**src/rtl/sprite_write_arbiter_if.sv**
```systemverilog
// rtl/sprite_write_arbiter_if.sv - requester and GPU FIFO signal bundle for the sprite write arbiter
interface sprite_write_arbiter_if #(
  parameter int N_REQ  = 4,
  parameter int ADDR_W = 5,
  parameter int DATA_W = 32
);
  logic [N_REQ-1:0]        req;
  logic [N_REQ*ADDR_W-1:0] req_addr;
  logic [N_REQ*DATA_W-1:0] req_data;
  logic [N_REQ-1:0]        ack;
  logic                    wr_window;
  logic                    frame_start;
  logic                    fifo_full;
  logic                    fifo_wrreq;
  logic [ADDR_W+DATA_W-1:0] fifo_data;
  logic [7:0]              frame_writes;

  modport master (
    output req, req_addr, req_data, wr_window, frame_start, fifo_full,
    input  ack, fifo_wrreq, fifo_data, frame_writes
  );

  modport slave (
    input  req, req_addr, req_data, wr_window, frame_start, fifo_full,
    output ack, fifo_wrreq, fifo_data, frame_writes
  );
endinterface

```
**src/rtl/sprite_write_arbiter.sv**
```systemverilog
// rtl/sprite_write_arbiter.sv - round-robin arbiter funnelling sprite register writes into the GPU FIFO
module sprite_write_arbiter #(
  parameter int N_REQ  = 4,
  parameter int ADDR_W = 5,
  parameter int DATA_W = 32
) (
  input  logic                  clk,
  input  logic                  reset,
  sprite_write_arbiter_if.slave bus
);
  localparam int PTR_W = $clog2(N_REQ);
  localparam int FD_W  = ADDR_W + DATA_W;

  typedef enum logic {ARB, WRITE} state_e;

  state_e           state_q, state_d;
  logic [PTR_W-1:0] rr_ptr_q, rr_ptr_d;
  logic [PTR_W-1:0] grant_q, grant_d;
  logic [FD_W-1:0]  fifo_data_q, fifo_data_d;
  logic [7:0]       frame_writes_q, frame_writes_d;

  logic             found;
  logic [PTR_W-1:0] win_idx;
  logic [PTR_W-1:0] cand;
  logic             wrreq;
  logic [N_REQ-1:0] ack;

  // First requesting index at or after rr_ptr, wrapping modulo N_REQ.
  always_comb begin
    found   = 1'b0;
    win_idx = rr_ptr_q;
    cand    = rr_ptr_q;
    for (int k = 0; k < N_REQ; k++) begin
      cand = rr_ptr_q + PTR_W'(k);
      if (!found && bus.req[cand]) begin
        found   = 1'b1;
        win_idx = cand;
      end
    end
  end

  always_comb begin
    state_d        = state_q;
    rr_ptr_d       = rr_ptr_q;
    grant_d        = grant_q;
    fifo_data_d    = fifo_data_q;
    frame_writes_d = frame_writes_q;
    wrreq          = 1'b0;
    ack            = '0;

    case (state_q)
      ARB: begin
        if (bus.wr_window && found) begin
          grant_d     = win_idx;
          fifo_data_d = {bus.req_addr[win_idx*ADDR_W +: ADDR_W],
                         bus.req_data[win_idx*DATA_W +: DATA_W]};
          state_d     = WRITE;
        end
      end
      WRITE: begin
        // Reset in this cycle abandons the committed write outright.
        if (!bus.fifo_full && !reset) begin
          wrreq        = 1'b1;
          ack[grant_q] = 1'b1;
          rr_ptr_d     = grant_q + PTR_W'(1);
          state_d      = ARB;
        end
      end
      default: state_d = ARB;
    endcase

    if (bus.frame_start) begin
      frame_writes_d = wrreq ? 8'd1 : 8'd0;
    end else if (wrreq && frame_writes_q != 8'hFF) begin
      frame_writes_d = frame_writes_q + 8'd1;
    end
  end

  always_ff @(posedge clk) begin
    if (reset) begin
      state_q        <= ARB;
      rr_ptr_q       <= '0;
      grant_q        <= '0;
      fifo_data_q    <= '0;
      frame_writes_q <= '0;
    end else begin
      state_q        <= state_d;
      rr_ptr_q       <= rr_ptr_d;
      grant_q        <= grant_d;
      fifo_data_q    <= fifo_data_d;
      frame_writes_q <= frame_writes_d;
    end
  end

  assign bus.ack          = ack;
  assign bus.fifo_wrreq   = wrreq;
  assign bus.fifo_data    = fifo_data_q;
  assign bus.frame_writes = frame_writes_q;
endmodule
```
**src/flat_wrapper.sv**
```systemverilog
// flat-port wrapper written by rule: the top's interface ports become plain ports
module sprite_write_arbiter_flat 
#(
  parameter int N_REQ  = 4,
  parameter int ADDR_W = 5,
  parameter int DATA_W = 32
)
  (clk, reset, bus_req, bus_req_addr, bus_req_data, bus_wr_window, bus_frame_start, bus_fifo_full, bus_ack, bus_fifo_wrreq, bus_fifo_data, bus_frame_writes);
  sprite_write_arbiter_if #(.N_REQ(N_REQ), .ADDR_W(ADDR_W), .DATA_W(DATA_W)) bus_i ();
  input  logic clk;
  input  logic reset;
  input wire logic [$bits(bus_i.req)-1:0] bus_req;
  input wire logic [$bits(bus_i.req_addr)-1:0] bus_req_addr;
  input wire logic [$bits(bus_i.req_data)-1:0] bus_req_data;
  input wire logic [$bits(bus_i.wr_window)-1:0] bus_wr_window;
  input wire logic [$bits(bus_i.frame_start)-1:0] bus_frame_start;
  input wire logic [$bits(bus_i.fifo_full)-1:0] bus_fifo_full;
  output wire logic [$bits(bus_i.ack)-1:0] bus_ack;
  output wire logic [$bits(bus_i.fifo_wrreq)-1:0] bus_fifo_wrreq;
  output wire logic [$bits(bus_i.fifo_data)-1:0] bus_fifo_data;
  output wire logic [$bits(bus_i.frame_writes)-1:0] bus_frame_writes;
  assign bus_i.req = bus_req;
  assign bus_i.req_addr = bus_req_addr;
  assign bus_i.req_data = bus_req_data;
  assign bus_i.wr_window = bus_wr_window;
  assign bus_i.frame_start = bus_frame_start;
  assign bus_i.fifo_full = bus_fifo_full;
  assign bus_ack = bus_i.ack;
  assign bus_fifo_wrreq = bus_i.fifo_wrreq;
  assign bus_fifo_data = bus_i.fifo_data;
  assign bus_frame_writes = bus_i.frame_writes;
  sprite_write_arbiter #(.N_REQ(N_REQ), .ADDR_W(ADDR_W), .DATA_W(DATA_W)) u_core (.clk(clk), .reset(reset), .bus(bus_i));
endmodule
```
**config.mk**
```make
export PLATFORM = sky130hd
export DESIGN_NAME = sprite_write_arbiter_flat
export DESIGN_NICKNAME = d
export VERILOG_FILES = /design/src/rtl/sprite_write_arbiter_if.sv /design/src/rtl/sprite_write_arbiter.sv /design/src/flat_wrapper.sv
export SDC_FILE = /design/constraint.sdc
export NUM_CORES = 1
export LEC_CHECK = 0
export ABC_AREA = 1
export CORE_ASPECT_RATIO = 1.75
export CORE_UTILIZATION = 39
export CTS_CLUSTER_DIAMETER = 100
export DETAILED_ROUTE_END_ITERATION = 8
export PLACE_DENSITY = 0.81
export SLEW_MARGIN = 25
export SYNTH_ARGS = -nofsm -noshare
export SYNTH_HDL_FRONTEND = slang
export SYNTH_SLANG_ARGS = --single-unit
```
**constraint.sdc**
```tcl
create_clock -name clk -period 3.75 [get_ports clk]
set_input_delay 0.75 -clock clk [delete_from_list [all_inputs] [get_ports clk]]
set_output_delay 0.75 -clock clk [all_outputs]
set_load 0.01 [all_outputs]
```
==> results.ini <==
[timing]
rsz0062_at_grt = no
max_slew_margin_pct = 46.9
skew_ns = 0.00599
setup_ws_ns = 0.747
tightest_slew_ns = 0.797
fmax_ghz = 0.333
timing.final.max_slew_violations = 0
period_share_pct = 80.1
hold_viol = 0
fin_setup_tns_ns = 0
final.min_clock_period_ns = 3.00
setup_viol = 0

[logic_synthesis]
synth_area_mm2 = 0.00372
synth_largest_area_cell = dfxtp_1
synthTopCellsByArea = dfxtp_1 27%, nand2_1 26%, nand3_1 13%, o21a_1 7.5%, nor2_1 5.8%
ys_seq_area_share_pct = 26.9
synth_cell_types = 29
yosys_warnings = 0
synth_top_area_share_pct = 26.9
synth_edf_count = 0
syn-num-nets = 800
synth_cells = 638
synth-seq-cells = 50
ys.flop_type = dfxtp_1
synth_common_cells = 259 x nand2_1, 99 x nand3_1, 57 x nor2_1, 50 x dfxtp_1, 37 x o21a_1
synthArstFlopShare_pct = 0
synth.avg_cell_area_um2 = 5.82
yosysMostFrequentCell = nand2_1

[critical_path]
start_kind = input pin
cp-end-kind = primary output
required_ns = 3.00
max_stage_delay_ns = 0.57
crit_arrival_ns = 2.25
crit_type = in -> out
cp_slowest_cell = clkdlybuf4s50_1
cp_max_fo = 5
rrSetupSlack_ns = 1.00
cp_cell_sequence = clkdlybuf4s50_1 > nor2_1 > inv_1 > nor2_1 > clkdlybuf4s50_1

[die]
start_util_pct = 40.6
die-area_mm2 = 0.00994
core_mm2 = 0.00915
die_w_um = 75.8
die_h_um = 131
num_rows = 46
io_pins = 207

[clock_network]
holdBufCountCts = 0
cts_tree = yes
cts_sinks = 50
root_buffer = clkbuf_16
cts.clk_slew.worst_paths_ns = 0.07
clock_latency_ns = 0.29
htreeDepth = 2
cts_resized = 0
cts_inserted_buffers = 5
cts_setup_buffers = 0
clk_path_buf_depth = 2

[layout]
stdcell_area_mm2 = 0.00595
nets = 982
drive_gt1_share_pct = 3.65
fin_cells = 941
fillers = 835
areaGrowthSynthToFinish_pct = 60.1
n_antenna_cell = 0
fin_util_pct = 65.0

[power]
powerDensity_mw_per_mm2 = 350
p_leak_nw = 2.81
ir_drop_v = 0.000224

[detailed_routing]
vias = 4739
drt-initial-drc-count = 245
vias_per_cell = 5.04
wl_per_cell_um = 13.6
wl_um = 12800
drt-pass1-iter-count = 4
drtAntennaViolNets = 0
drc = 0

[grt]
grt_pass1_wl_um = 20200
track_usage_pct = 26.1
antenna_found_initial = 0
grt-ovfl-total = 0
grt_max_degree = 75
grt_pass1_vias = 4521

[placed_design]
post-place-ws_ns = 0.623
place_inst = 933
portBuffers = 206
dpl_cell_area_mm2 = 0.00580
dp_hpwl_um = 9550
gp_congestion = 0.989

[worst_hold_path]
hold_class = reg -> reg

[outcome]
outcome = completed

[run]
drv_cap = 0

## flip-flops by register name (all words and copies together), names as in the netlist
signal	count
u_core.bus.fifo_data	37
u_core.bus.frame_writes	8
u_core.grant_q	2
u_core.rr_ptr_q	2
u_core.state_q	1
## path summary, 6_finish.rpt
path,start,depth (start not counted),endpoint
setup / recovery,reset,5,bus_fifo_wrreq
hold / removal,u_core.bus.frame_writes[1],2,u_core.bus.frame_writes[1]
setup reg to reg,u_core.rr_ptr_q[0],13,u_core.bus.fifo_data[27]
hold reg to reg,u_core.bus.frame_writes[1],2,u_core.bus.frame_writes[1]
## cell families (layout without fill, tap and decap cells)
group                    Yosys count  in the layout  synth area share (%)
flip-flops                        50             50                  26.9
buffers and inverters             78            261                  9.97
adder cells (fa/ha/maj)            5              5                  1.68
AND/OR/NAND/NOR                  431            431                  48.5
XOR/XNOR                           2              2                 0.471
AO/OA/AOI/OAI                     72             72                  12.5
## per-layer routing
layer / up-vias / global-route usage, % / part of all wire (%)
met3: 41 / 4.98 / 5.8
met2: 185 / 49.6 / 54
met1: 2108 / 24.5 / 35
met5: - / 0 / 0
li1: 2405 / - / -
met4: 0 / 13.3 / 4.8
## power breakdown
group          switching [W]  internal, W  total [W]
Sequential         0.0000390     0.000596   0.000635
Clock               0.000207     0.000265   0.000472
Combinational       0.000521     0.000456   0.000977
Total               0.000766      0.00132    0.00208
## critical path, delay by kind of cell
| family | cells | cell delay, ns |
|---|---|---|
| and+or+nand+nor | 2 | 0.40 |
| buffers and inverters | 3 | 1.10 |
## layout by cell type, fill, tap and decap left out, types with 3 or more instances in the layout
master and instances:
buf_4 9, a21oi_1 7, nand2_1 259, nand3_1 99, ha_1 5, o21ai_1 21
nand2_2 5, nor2_1 57, clkdlybuf4s50_1 206, o21a_1 37, nor3_1 3, inv_1 35
dfxtp_1 50, clkbuf_16 5
## through the flow
stage,hold WS (ns),power (W)
2_1_floorplan,0.509,0.00122
3_3_place_gp,0.502,0.00160
3_5_place_dp,0.513,0.00162
4_1_cts,0.524,0.00210
5_1_grt,0.547,0.00223
6_report,0.524,0.00208
## layout make-up
cell class / instances / area, µm² / share of cell area, %
Clock inverter: 2 / 12.5 / 0.210
Inverter: 37 / 139 / 2.33
Multi-Input combinational cell: 510 / 2360 / 39.6
Tap cell: 120 / 150 / 2.52
Timing Repair Buffer: 216 / 2150 / 36.1
Sequential cell: 50 / 1000 / 16.8
Clock buffer: 6 / 139 / 2.33
No activity file was read; power rests on OpenSTA's default activity.
